<file path="src/rtl/cam_lru_multi_if.sv">
// rtl/cam_lru_multi_if.sv - request/response bundle for cam_lru_multi
interface cam_lru_multi_if #(
    parameter int key_width_p = 16,
    parameter int val_width_p = 16
);
    logic                   valid_i;
    logic [1:0]             op_i;
    logic [key_width_p-1:0] key_i;
    logic [val_width_p-1:0] val_i;
    logic                   valid_o;
    logic                   hit_o;
    logic [val_width_p-1:0] val_o;
    logic                   evict_o;
    logic [key_width_p-1:0] evict_key_o;
    logic [val_width_p-1:0] evict_val_o;

    modport master (
        output valid_i, op_i, key_i, val_i,
        input  valid_o, hit_o, val_o, evict_o, evict_key_o, evict_val_o
    );

    modport slave (
        input  valid_i, op_i, key_i, val_i,
        output valid_o, hit_o, val_o, evict_o, evict_key_o, evict_val_o
    );
endinterface

</file>
<file path="src/rtl/cam_lru_multi.sv">
// rtl/cam_lru_multi.sv - fully-associative true-LRU key/value CAM; CAM_EVICT_REPORT_EN enables eviction reporting
module cam_lru_multi #(
    parameter int key_width_p = 16,
    parameter int val_width_p = 16,
    parameter int camsize_p   = 8
) (
    input  logic              clk_i,
    input  logic              rst_i,
    cam_lru_multi_if.slave    cam
);
    localparam int idx_w_lp = (camsize_p > 1) ? $clog2(camsize_p) : 1;

    localparam logic [1:0] OP_READ  = 2'd0;
    localparam logic [1:0] OP_WRITE = 2'd1;
    localparam logic [1:0] OP_INVAL = 2'd2;
    localparam logic [1:0] OP_FLUSH = 2'd3;

    localparam logic [idx_w_lp-1:0] RANK_LRU = idx_w_lp'(camsize_p - 1);

    // Entry storage; rank 0 is most recently used, ranks stay a permutation
    logic [camsize_p-1:0]   r_valid;
    logic [key_width_p-1:0] r_key  [camsize_p];
    logic [val_width_p-1:0] r_val  [camsize_p];
    logic [idx_w_lp-1:0]    r_rank [camsize_p];

    // Registered read response
    logic                   r_valid_o;
    logic                   r_hit_o;
    logic [val_width_p-1:0] r_val_o;

    logic [camsize_p-1:0]   w_match;
    logic                   w_hit;
    logic [idx_w_lp-1:0]    w_hit_idx;
    logic                   w_free_any;
    logic [idx_w_lp-1:0]    w_free_idx;
    logic [idx_w_lp-1:0]    w_lru_idx;
    logic [idx_w_lp-1:0]    w_victim_idx;
    logic                   w_req_read;
    logic                   w_req_write;
    logic                   w_promote;
    logic [idx_w_lp-1:0]    w_promote_idx;
    logic [idx_w_lp-1:0]    w_promote_rank;

    // Key compare across all entries; also locate the entry holding the LRU rank
    always_comb begin
        w_match   = '0;
        w_hit_idx = '0;
        w_lru_idx = '0;
        for (int i = 0; i < camsize_p; i++) begin
            w_match[i] = r_valid[i] && (r_key[i] == cam.key_i);
            if (w_match[i]) begin
                w_hit_idx = idx_w_lp'(i);
            end
            if (r_rank[i] == RANK_LRU) begin
                w_lru_idx = idx_w_lp'(i);
            end
        end
    end

    // Lowest-index invalid entry, scanned from the top so the lowest wins
    always_comb begin
        w_free_idx = '0;
        for (int i = camsize_p - 1; i >= 0; i--) begin
            if (!r_valid[i]) begin
                w_free_idx = idx_w_lp'(i);
            end
        end
    end

    assign w_hit          = |w_match;
    assign w_free_any     = ~&r_valid;
    assign w_victim_idx   = w_free_any ? w_free_idx : w_lru_idx;
    assign w_req_read     = cam.valid_i && (cam.op_i == OP_READ);
    assign w_req_write    = cam.valid_i && (cam.op_i == OP_WRITE);
    // Read hits and every write (hit or install) make the touched entry MRU
    assign w_promote      = (w_req_read && w_hit) || w_req_write;
    assign w_promote_idx  = w_hit ? w_hit_idx : w_victim_idx;
    assign w_promote_rank = r_rank[w_promote_idx];

    // LRU rank update: entries more recent than the promoted one age by one
    always_ff @(posedge clk_i) begin
        if (rst_i) begin
            for (int i = 0; i < camsize_p; i++) begin
                r_rank[i] <= idx_w_lp'(i);
            end
        end else if (w_promote) begin
            for (int i = 0; i < camsize_p; i++) begin
                if (idx_w_lp'(i) == w_promote_idx) begin
                    r_rank[i] <= '0;
                end else if (r_rank[i] < w_promote_rank) begin
                    r_rank[i] <= r_rank[i] + 1'b1;
                end
            end
        end
    end

    // Valid/key/value array update for write, invalidate and flush
    always_ff @(posedge clk_i) begin
        if (rst_i) begin
            r_valid <= '0;
            for (int i = 0; i < camsize_p; i++) begin
                r_key[i] <= '0;
                r_val[i] <= '0;
            end
        end else if (cam.valid_i) begin
            case (cam.op_i)
                OP_WRITE: begin
                    if (w_hit) begin
                        r_val[w_hit_idx] <= cam.val_i;
                    end else begin
                        r_valid[w_victim_idx] <= 1'b1;
                        r_key[w_victim_idx]   <= cam.key_i;
                        r_val[w_victim_idx]   <= cam.val_i;
                    end
                end
                OP_INVAL: begin
                    if (w_hit) begin
                        r_valid[w_hit_idx] <= 1'b0;
                    end
                end
                OP_FLUSH: begin
                    r_valid <= '0;
                end
                default: begin
                end
            endcase
        end
    end

    // Read response: one-cycle pulse, data forced to zero on a miss
    always_ff @(posedge clk_i) begin
        if (rst_i) begin
            r_valid_o <= 1'b0;
            r_hit_o   <= 1'b0;
            r_val_o   <= '0;
        end else begin
            r_valid_o <= w_req_read;
            r_hit_o   <= w_req_read && w_hit;
            r_val_o   <= (w_req_read && w_hit) ? r_val[w_hit_idx] : '0;
        end
    end

    assign cam.valid_o = r_valid_o;
    assign cam.hit_o   = r_hit_o;
    assign cam.val_o   = r_val_o;

`ifdef CAM_EVICT_REPORT_EN
    logic                   r_evict;
    logic [key_width_p-1:0] r_evict_key;
    logic [val_width_p-1:0] r_evict_val;

    // Capture the displaced entry when a write miss finds no free slot
    always_ff @(posedge clk_i) begin
        if (rst_i) begin
            r_evict     <= 1'b0;
            r_evict_key <= '0;
            r_evict_val <= '0;
        end else if (w_req_write && !w_hit && !w_free_any) begin
            r_evict     <= 1'b1;
            r_evict_key <= r_key[w_lru_idx];
            r_evict_val <= r_val[w_lru_idx];
        end else begin
            r_evict     <= 1'b0;
            r_evict_key <= '0;
            r_evict_val <= '0;
        end
    end

    assign cam.evict_o     = r_evict;
    assign cam.evict_key_o = r_evict_key;
    assign cam.evict_val_o = r_evict_val;
`else
    assign cam.evict_o     = 1'b0;
    assign cam.evict_key_o = '0;
    assign cam.evict_val_o = '0;
`endif

endmodule

</file>
<file path="src/flat_wrapper.sv">
// flat-port wrapper written by rule: the top's interface ports become plain ports
module cam_lru_multi_flat 
#(
    parameter int key_width_p = 16,
    parameter int val_width_p = 16,
    parameter int camsize_p   = 8
)
  (clk_i, rst_i, cam_valid_i, cam_op_i, cam_key_i, cam_val_i, cam_valid_o, cam_hit_o, cam_val_o, cam_evict_o, cam_evict_key_o, cam_evict_val_o);
  cam_lru_multi_if #(.key_width_p(key_width_p), .val_width_p(val_width_p)) cam_i ();
  input  logic clk_i;
  input  logic rst_i;
  input wire logic [$bits(cam_i.valid_i)-1:0] cam_valid_i;
  input wire logic [$bits(cam_i.op_i)-1:0] cam_op_i;
  input wire logic [$bits(cam_i.key_i)-1:0] cam_key_i;
  input wire logic [$bits(cam_i.val_i)-1:0] cam_val_i;
  output wire logic [$bits(cam_i.valid_o)-1:0] cam_valid_o;
  output wire logic [$bits(cam_i.hit_o)-1:0] cam_hit_o;
  output wire logic [$bits(cam_i.val_o)-1:0] cam_val_o;
  output wire logic [$bits(cam_i.evict_o)-1:0] cam_evict_o;
  output wire logic [$bits(cam_i.evict_key_o)-1:0] cam_evict_key_o;
  output wire logic [$bits(cam_i.evict_val_o)-1:0] cam_evict_val_o;
  assign cam_i.valid_i = cam_valid_i;
  assign cam_i.op_i = cam_op_i;
  assign cam_i.key_i = cam_key_i;
  assign cam_i.val_i = cam_val_i;
  assign cam_valid_o = cam_i.valid_o;
  assign cam_hit_o = cam_i.hit_o;
  assign cam_val_o = cam_i.val_o;
  assign cam_evict_o = cam_i.evict_o;
  assign cam_evict_key_o = cam_i.evict_key_o;
  assign cam_evict_val_o = cam_i.evict_val_o;
  cam_lru_multi #(.key_width_p(key_width_p), .val_width_p(val_width_p), .camsize_p(camsize_p)) u_core (.clk_i(clk_i), .rst_i(rst_i), .cam(cam_i));
endmodule
</file>
<file path="config.mk">
export PLATFORM = sky130hd
export DESIGN_NAME = cam_lru_multi_flat
export DESIGN_NICKNAME = d
export VERILOG_FILES = /design/src/rtl/cam_lru_multi_if.sv /design/src/rtl/cam_lru_multi.sv /design/src/flat_wrapper.sv
export SDC_FILE = /design/constraint.sdc
export NUM_CORES = 1
export LEC_CHECK = 0
export CAP_MARGIN = 20
export CORE_MARGIN = 10
export CORE_UTILIZATION = 25
export DETAILED_ROUTE_END_ITERATION = 10
export GPL_ROUTABILITY_DRIVEN = 0
export PLACE_DENSITY = 0.5
export REMOVE_ABC_BUFFERS = 1
export SYNTH_ARGS = -nofsm -noshare
export SYNTH_HDL_FRONTEND = slang
export SYNTH_SLANG_ARGS = --single-unit
</file>
<file path="constraint.sdc">
create_clock -name clk_i -period 18.2 [get_ports clk_i]
set_input_delay 5.46 -clock clk_i [delete_from_list [all_inputs] [get_ports clk_i]]
set_output_delay 5.46 -clock clk_i [all_outputs]
set_load 0.01 [all_outputs]
</file>
==> flow_summary.ini <==
[setup_path]
worst_ep_arrival_time_ns = 11.12
crit_type = input pin to flip-flop
cp.required_ns = 18.46
critPathMaxFanout = 18
worstReg2RegStart = u_core.r_key[3][5]
endpoint_kind = flip-flop
critPathLaunch = cam_key_i[4]
start_kind = input pin

[status]
status = finished, final reports clean

[timing]
timing.final.ws_setup_ns = 7.343
slew_viol_final = 0
finalCritPeriodShare_pct = 59.65
min_period_ns = 10.86
hold_viol = 0
fmax_ghz = 0.09211
timing.setup.tns_ns = 0
slew_headroom_pct = 31.16
finClkSkew_ns = 0.02680
tightest_slew_ns = 1.029
setup_violations = 0
rsz0062_at_grt = no

[logic_synthesis]
synthDistinctLibCells = 64
netlist.area_leader.share_pct = 52.76
yosysWarningCount = 0
syn-cell-area_mm2 = 0.01594
synth_edf_count = 280
syn_avg_cell_area_um2 = 11.36
ys_ff_latch = 306
ys.flop_type = edfxtp_1
synthArstFlopShare_pct = 0
yosys.area.top_type = edfxtp_1
synth_area_leaders = edfxtp_1, and2_1, xnor2_1
ys_seq_area_share_pct = 56.03
syn-instance-count = 1403

[clock_network]
cts_hold_buf = 0
insertion_delay_ns = 0.53
cts.clk_slew.worst_paths_ns = 0.06
htreeDepth = 2
clk_path_buf_depth = 3
post_cts_resized = 0
postCtsSetupBuffers = 0
tritoncts = yes
cts-buffers-inserted = 35
cts-root-buf = clkbuf_16
clkSinkCount = 306

[layout]
layout_commonest_cell = edfxtp_1
layout_common_cells = edfxtp_1, and2_1, xnor2_1, nor2_1, nand2_1
seq_area_mm2 = 0.008929
nFillCells = 6541
nets = 1511
area_delta_synth_final_pct = 15.41
drive_gt1_share_pct = 7.995
antenna-diode-count = 0
multi_input_area_mm2 = 0.006497

[grt]
globalRouteTotalUtil_pct = 11.31
grt_pass1_vias = 10760
grt_max_degree = 45
grt_pass1_wl_mm = 65.90
overflow = 0
antenna_found_initial = 2

[floorplanning]
fp.coreArea_mm2 = 0.06308
row_count = 92
die_w_um = 272.5
die_area_mm2 = 0.07425
ios = 88
initial_core_util_pct = 25.26
die_y_um = 272.5

[worst_hold_path]
min_from = u_core.r_val[2][5]
hp-class = flip-flop to flip-flop

[placed_design]
dpl.hpwl_mm = 28.01
pre_cts_ws_ns = 6.779
port_buffers = 54

[detailed_routing]
ant_nets = 0
wl_mm = 42.86
wl_met1_mm = 19.47
wl_met2_mm = 20.43
top_layer_used = met5
initialDrtViolationCount = 856
vias = 10490
dr.pass1.iters = 6
remaining_drc_errors = 0
via_per_inst = 4.519
post_drt_wl_per_cell_um = 18.46
wl_met3_mm = 2.064

[flow_run]
drv_cap = 0

[power]
p_sw_share_pct = 23.28
clock_power_share_pct = 41.8
p_leak_nw = 6.483
seqPwrFrac_pct = 50.8
p_per_area_mw_per_mm2 = 85.75
vdd_drop_max_mv = 0.05431
pwr-share-comb_pct = 7.4
switchingPower_mw = 0.3672
p_int_mw = 1.210
registers in the layout, summed over array words and instances, names as in the netlist:
register and count:
u_core.cam.valid_o 1, u_core.r_valid 8, u_core.r_rank 24, u_core.cam.hit_o 1, u_core.r_val 128, u_core.r_key 128, u_core.cam.val_o 16
power groups by stage:
stage | Sequential, mW | Clock, mW | Combinational (mW)
2_1_floorplan | 0.812 | 0 | 0.0664
3_3_place_gp | 0.815 | 0 | 0.116
3_5_place_dp | 0.816 | 0 | 0.117
4_1_cts | 0.801 | 0.677 | 0.117
5_1_grt | 0.803 | 0.701 | 0.129
6_report | 0.801 | 0.660 | 0.116
cell type report:
class | count | area share [%]
multi-input combinational | 1007 | 35.33
clock buffer | 54 | 5.422
tap | 846 | 5.755
clock inverter | 8 | 0.2585
inverter | 13 | 0.2653
sequential | 306 | 48.54
timing repair buffer | 88 | 4.429
synthesized netlist by cell type, drive strengths merged, types with 26 or more instances:
| cell type | count |
|---|---|
| o21ai | 52 |
| edfxtp | 280 |
| nor2 | 82 |
| a21oi | 63 |
| dfxtp | 26 |
| mux2i | 42 |
| clkbuf | 47 |
| and2 | 265 |
| nand4 | 39 |
| xnor2 | 110 |
| buf | 62 |
| nand2 | 80 |
critical path: stages:
cell and delay, ns:
clkdlybuf4s50_1 0.87, xnor2_1 0.41, nand4_1 0.12, or4_4 0.57, o22ai_2 0.76, a21oi_1 0.16, o21ai_4 0.50, mux2_2 0.39
nor2_1 0.08, a211oi_1 0.06, a21oi_1 0.69, ha_1 0.26, o211ai_1 0.09, and3_1 0.26, or3_1 0.42
metal layers:
layer	up-vias	GRT usage [%]
met5	-	0
met4	2	3.260
met3	55	1.788
met2	257	19.04
met1	5165	14.75
li1	5015	-
stage by stage:
stage | hold WS [ns] | cell area, µm² | instances | utilization (%) | total power [mW]
floorplan | 0.5076 | 15460 | 1326 | - | 0.8786
detailed placement | 0.5805 | 17310 | 2257 | 27.43 | 0.9327
CTS | 0.5914 | 18350 | 2319 | 29.09 | 1.595
global placement | 0.5670 | 17290 | 2256 | 27.42 | 0.9311
finish | 0.5950 | 18390 | 2322 | 29.16 | 1.577
global route | 0.6301 | 18390 | 2322 | 29.16 | 1.633
kinds of logic (layout without fill, tap and decap cells):
group                    after synthesis  after routing  synth area share [%]
AND/OR/NAND/NOR                      587            587                 20.74
flip-flops                           306            306                 56.03
AO/OA/AOI/OAI                        191            191                 7.490
XOR/XNOR                             129            129                 7.090
buffers and inverters                122            163                 4.020
multiplexers                          44             44                 2.803
adder cells (fa/ha/maj)               23             23                 1.806
other                                  1             33               0.02353
final timing paths:
path	to	slack (ns)	depth (start not counted)
setup / recovery	u_core.r_rank[1][1]	7.34	15
hold reg to reg	u_core.cam.val_o[5]	0.59	4
setup reg to reg	u_core.r_rank[1][1]	12.67	14
hold / removal	u_core.cam.val_o[5]	0.59	4
Power figures use the tool's default switching activity.
